## src/rtl/regfile_port_arbiter.sv

```systemverilog
// regfile_port_arbiter: shares the register-file port between the core and a host,
// giving the host idle core cycles and forcing a one-cycle core stall after MAX_WAIT contended cycles.
module regfile_port_arbiter #(
    parameter int MAX_WAIT = 4,
    parameter int AW       = 7,
    parameter int DW       = 8
) (
    input  logic          clk,
    input  logic          rst,
    input  logic          core_active,
    input  logic [AW-1:0] core_rd_addr,
    input  logic [AW-1:0] core_wr_addr,
    input  logic          core_wr_en,
    input  logic [DW-1:0] core_din,
    output logic          core_stall,
    output logic          core_rd_void,
    input  logic          host_req,
    input  logic          host_we,
    input  logic [AW-1:0] host_addr,
    input  logic [DW-1:0] host_wdata,
    output logic          host_gnt,
    output logic          host_rvalid,
    output logic [DW-1:0] host_rdata,
    output logic          mem_wr_en,
    output logic [AW-1:0] mem_wr_addr,
    output logic [AW-1:0] mem_rd_addr,
    output logic [DW-1:0] mem_din,
    input  logic [DW-1:0] mem_dout
);
    localparam int WW = MAX_WAIT > 0 ? $clog2(MAX_WAIT + 1) : 1;
    localparam logic [WW-1:0] WMAX = WW'(MAX_WAIT);

    logic [WW-1:0] wait_cnt;
    logic          rd_pend;
    logic          cap_pend;
    logic          host_own;

    assign host_own     = host_req && (!core_active || wait_cnt == WMAX);
    assign host_gnt     = host_own;
    assign core_stall   = host_own && core_active;
    assign core_rd_void = rd_pend;
    assign host_rvalid  = cap_pend;
    assign mem_rd_addr  = host_own ? host_addr : core_rd_addr;
    assign mem_wr_addr  = host_own ? host_addr : core_wr_addr;
    assign mem_din      = host_own ? host_wdata : core_din;
    // rst gates the strobe so nothing is written while reset is held
    assign mem_wr_en    = rst && (host_own ? host_we : core_wr_en && core_active);

    always_ff @(posedge clk or negedge rst) begin
        if (!rst) begin
            wait_cnt   <= '0;
            rd_pend    <= 1'b0;
            cap_pend   <= 1'b0;
            host_rdata <= '0;
        end else begin
            wait_cnt   <= (!host_req || host_own) ? '0 :
                          (core_active && wait_cnt != WMAX) ? wait_cnt + 1'b1 : wait_cnt;
            rd_pend    <= host_own && !host_we;
            cap_pend   <= rd_pend;
            if (rd_pend)
                host_rdata <= mem_dout;
        end
    end
endmodule
```

## config.mk

```make
export PLATFORM = sky130hd
export DESIGN_NAME = regfile_port_arbiter
export DESIGN_NICKNAME = d
export VERILOG_FILES = /design/src/rtl/regfile_port_arbiter.sv
export SDC_FILE = /design/constraint.sdc
export NUM_CORES = 1
export LEC_CHECK = 0
export ABC_CLOCK_PERIOD_IN_PS = 4800
export CAP_MARGIN = 20
export CORE_MARGIN = 2
export CORE_UTILIZATION = 32
export DETAILED_ROUTE_END_ITERATION = 6
export PLACE_DENSITY = 0.95
export SYNTH_ARGS = -nofsm -noshare
export SYNTH_HDL_FRONTEND = slang
export SYNTH_SLANG_ARGS = --single-unit
```

## constraint.sdc

```tcl
create_clock -name clk -period 4.8 [get_ports clk]
set_input_delay 0.96 -clock clk [delete_from_list [all_inputs] [get_ports clk]]
set_output_delay 0.96 -clock clk [all_outputs]
set_load 0.05 [all_outputs]
```

==> results of run 1 <==
## synthesized netlist by cell type
cell type	number	share of area (%)
and4_1	1	0.98
a21bo_4	1	1.8
inv_1	3	1.3
nand3_1	1	0.56
clkbuf_1	1	0.42
nor3b_1	1	0.84
nor2_1	4	1.7
mux2_4	18	30
buf_6	2	2.5
mux2_2	12	15
dfrtp_1	13	37
mux2i_1	1	1.1
nand4_1	2	1.4
nand2_4	1	1.3
ha_1	2	2.8
nand2_1	3	1.3
## per-layer routing
metal  GRT usage (%)  wire length [µm]  vias to the layer above
li1                -                 -                      411
met1            15.6               850                      400
met2            32.1              1370                       57
met3            4.84               301                        2
met4            5.98                27                        0
met5               0                 0                        -
## worst max-delay path: stages
cell,delay [ps]
clkdlybuf4s50_1,520
a21bo_4,260
nand2_4,310
mux2_2,380
clkdlybuf4s50_1,710
## final cells by class
type,instances,share of cell area (%)
inverter,3,0.630
sequential,13,18.2
timing repair buffer,86,48.0
clock buffer,4,1.47
multi-input combinational,47,29.5
tap,31,2.17
## how the worst max path moves through the flow
stage | start | endpoint | slack [ps] | cells past startpoint
floorplan | core_active | mem_din[4] | 2010 | 4
global placement | core_active | mem_din[3] | 740 | 5
CTS | core_active | mem_wr_addr[6] | 680 | 5
finish | core_active | mem_wr_addr[6] | 690 | 5
detailed placement | core_active | mem_wr_addr[6] | 680 | 5
global route | core_active | mem_wr_addr[6] | 620 | 5
## report_power, final
| part | total (W) | leakage, nW | switching, W | internal (W) |
|---|---|---|---|---|
| registers | 0.000131 | 0.162 | 0.00000768 | 0.000124 |
| logic | 0.000256 | 0.609 | 0.000141 | 0.000116 |
| clock network | 0.0000627 | 0.0150 | 0.0000306 | 0.0000321 |
| total | 0.000450 | 0.786 | 0.000179 | 0.000271 |
## per-stage QoR
step,instance area (µm²),instances
after floorplan,891,66
after global placement,1760,180
after detailed placement,1760,180
after CTS,1790,184
after global routing,1790,184
final,1790,184
## registers in the layout, indices dropped and copies added (netlist names)
signal,count
host_rdata,8
wait_cnt,3
core_rd_void,1
host_rvalid,1
## cell families after synthesis
group	count (synthesis)	share of synthesized area (%)
AOI/OAI and AO/OA	1	1.83
adders and majority gates	2	2.81
buffers and inverters	6	4.21
DFF	13	36.5
muxes	31	46.6
and+or+nand+nor	13	8.00
==> impl_metrics.ini, run 1 <==
[cells_and_area]
layout_common_cells = clkdlybuf4s50_1 (85), mux2_4 (18), dfrtp_1 (13)
final_common_cell = clkdlybuf4s50_1
antenna_cells = 0
drive_above_1_share_pct = 23.5
syn_to_final_growth_pct = 101
multi_input_area_um2 = 528
fillers = 205
fin_util_pct = 66.0
seq_area_um2 = 325
final_nets = 207

[synthesis]
postSynthRegisterBits = 13
synthCells = 66
syn_nets = 119
synth-seq-area-share_pct = 36.5
synth_cell_types = 16
syn_avg_cell_area_um2 = 13.5
synthesis.area_um2 = 891
yosys_warnings = 0

[timing]
slew_viol_final = 0
hold_viol_final = 0
fin_ws_ps = 692
worst_slew_pin_slew_ps = 522
fin_setup_tns_ps = 0
slew_headroom_pct = 65.1
timing.hold.ws_ps = 483
setup_violations = 0
fmax_ghz = 0.243
fin_crit_sh_pct = 85.6
grt_setup_unrepaired = no
fin_crit_ps = 4110
worst_clock_skew_ps = 4.32

[hold_path]
hold_path.class = flip-flop to flip-flop
whs_endpoint = wait_cnt[0]
hold_depth = 1
min_from = wait_cnt[0]

[worst_setup_path]
r2r_start = wait_cnt[0]
end_kind = output port
start_kind = primary input
reg2reg_depth = 5
r2r_setup_slack_ps = 3380
path_class = primary input to output port
required_ps = 3840
cp_max_fo = 24
arrival_ps = 3150
timing.rr.end = core_rd_void

[die]
ios = 86
die_area_um2 = 3220
core_um2 = 2710
start_util_pct = 32.9
die_x_um = 56.8
die_y_um = 56.8
std_cell_rows = 19

[cts]
htree_levels = 1
tritoncts = done
cts_num_sinks = 13
path_clk_slew_ps = 70
cts_buffer_depth = 2
cts-root-buf = clkbuf_4
postCtsHoldBufs = 0
post_cts_buffers = 0
cts_resized = 0
numCtsBuffers = 3
clk_latency_ps = 260

[power_and_ir_drop]
vdd_ir_drop_max_v = 0.000233
post-layout-total-power_w = 0.000450
cellLeakagePower_nw = 0.786
power_density_nw_per_um2 = 252

[global_route]
globalRouteTotalUtil_pct = 16.3
grt_max_degree = 25
grt_overflow = 0
grt_pass1_vias = 963
antenna_found_initial = 0
grt_pass1_wl_mm = 4.11

[route]
routed_wl_mm = 2.55
avgViaCountPerCell = 4.73
drc = 0
drtIter0Drc = 3
routed-via-count = 870
wl_per_cell_um = 13.9
drtPass1Iterations = 3
ant_nets = 0

[run_status]
run_status = complete, no violations

[place]
hpwl_mm = 2.26
routabilityCongestion = 0.636
numPortBuffers = 85
preCtsSetupSlack_ps = 682

[flow_run]
maxCapViolations = 0
No activity file was read; power rests on OpenSTA's default activity.
==> inputs of run 2 (changes only) <==
Settings changed: CORE_ASPECT_RATIO set to 0.5, MAX_ROUTING_LAYER set to met4, SKIP_LAST_GASP set to 1.
==> run 2 against run 1 <==
  * Sequential cell count is the same
  * Setup slack gained 9.9 ps
  * Via count shrank 5.3%
  * First-iteration DRC count grew to 8.0 times the previous value
  * Final cell count grew 3.3%
  * Largest power group unchanged
  * Total power grew 8.7%
  * Die area grew 0.80%
==> impl_metrics.ini, run 2 (synthesized netlist as in run 1, its figures left out) <==
[run_status]
run_status = complete, no violations

[worst_setup_path]
cp.depth = 5
r2r_setup_slack_ps = 3360
cp_slowest_stage_delay_ps = 700
end_kind = output port
critPathTopFamily = buffers and inverters
timing.rr.end = core_rd_void
r2r_start = wait_cnt[0]
path_class = primary input to output port
required_ps = 3840
reg2reg_depth = 5
critPathLaunch = core_active
arrival_ps = 3140
start_kind = primary input
cp_slowest_cell = clkdlybuf4s50_1
crit_path_frequent_cell = clkdlybuf4s50_1
crit_buf_inv = 2
cp_cell_sequence = clkdlybuf4s50_1 > a21bo_4 > nand2_4 > mux2_2 > clkdlybuf4s50_1
cp_max_fo = 24
endpoint = mem_rd_addr[6]

[die]
die_x_um = 78.6
core_um2 = 2620
ios = 86
die_y_um = 41.3
start_util_pct = 34.0
die_area_um2 = 3250
std_cell_rows = 13

[global_route]
grt_pass1_vias = 850
globalRouteTotalUtil_pct = 17.6
grt_pass1_wl_mm = 3.95
antenna_found_initial = 0
grt_overflow = 0
grt_max_degree = 25

[cts]
htree_levels = 1
postCtsHoldBufs = 0
tritoncts = done
path_clk_slew_ps = 50
cts_resized = 0
cts-root-buf = clkbuf_8
numCtsBuffers = 3
cts_num_sinks = 13
cts_buffer_depth = 2
post_cts_buffers = 0
clk_latency_ps = 250

[timing]
grt_setup_unrepaired = no
fin_ws_ps = 702
fin_setup_tns_ps = 0
fmax_ghz = 0.244
worst_slew_pin_slew_ps = 526
setup_violations = 0
worst_clock_skew_ps = 1.10
fin_crit_sh_pct = 85.4
hold_viol_final = 0
slew_headroom_pct = 64.8
slew_viol_final = 0
fin_crit_ps = 4100

[route]
drc = 0
drtIter0Drc = 24
routed-via-count = 824
drtPass1Iterations = 2
avgViaCountPerCell = 4.34
routed_wl_mm = 2.71
wl_per_cell_um = 14.3
ant_nets = 0

[place]
placed_cell_area_um2 = 1770
routabilityCongestion = 0.653
hpwl_mm = 2.30
numPortBuffers = 85
dp.cells = 186
preCtsSetupSlack_ps = 690

[cells_and_area]
final_nets = 207
syn_to_final_growth_pct = 104
fin_util_pct = 69.3
fillers = 188
final_area_um2 = 1810
final_common_cell = clkdlybuf4s50_1
largest_reg_flops = 8
antenna_cells = 0
regMostFlops = host_rdata
reg_top3 = host_rdata x8, wait_cnt x3
drive_above_1_share_pct = 23.5
layout_common_cells = clkdlybuf4s50_1 (85), mux2_4 (18), dfrtp_1 (13)
final_cells = 190

[power_and_ir_drop]
cellLeakagePower_nw = 0.794
vdd_ir_drop_max_v = 0.000128
power_density_nw_per_um2 = 270

[hold_path]
hold_path.class = flip-flop to flip-flop

[flow_run]
maxCapViolations = 0
==> run 2: cell counts in the layout (fill, tap and decap cells not counted) <==
Identical to the previous run, type by type.
==> run 2: power breakdown <==
group	internal (W)	total (W)	switching (W)
Clock	0.0000588	0.0000995	0.0000407
Sequential	0.000124	0.000133	0.00000872
Combinational	0.000116	0.000258	0.000142
==> run 2: layout make-up <==
class	instances	area, µm²	area share, %
Sequential cell	13	325	17.9
Multi-Input combinational cell	47	528	29.1
Timing Repair Buffer	86	858	47.3
Clock buffer	4	45.0	2.48
Inverter	3	11.3	0.621
Tap cell	37	46.3	2.55
==> run 2: metal layers <==
layer,part of all wire (%),vias to the layer above,GRT usage [%]
li1,-,410,-
met1,36,384,17.7
met2,58,25,35.3
met3,3.7,5,4.53
met4,1.4,0,7.89
met5,0,-,-
==> run 2: worst min path at each step <==
| stage | start | to | slack [ps] | cells past startpoint |
|---|---|---|---|---|
| global route | wait_cnt[0] | wait_cnt[0] | 500 | 1 |
| global placement | wait_cnt[0] | wait_cnt[0] | 460 | 1 |
| detailed placement | wait_cnt[0] | wait_cnt[0] | 470 | 1 |
| finish | wait_cnt[0] | wait_cnt[0] | 480 | 1 |
| CTS | wait_cnt[0] | wait_cnt[0] | 480 | 1 |
| floorplan | wait_cnt[0] | wait_cnt[0] | 440 | 1 |
==> run 2: through the flow <==
stage          hold slack [ps]  total power [W]
2_1_floorplan              437         0.000286
3_3_place_gp               460         0.000387
3_5_place_dp               469         0.000393
4_1_cts                    477         0.000495
5_1_grt                    498         0.000509
6_report                   475         0.000490
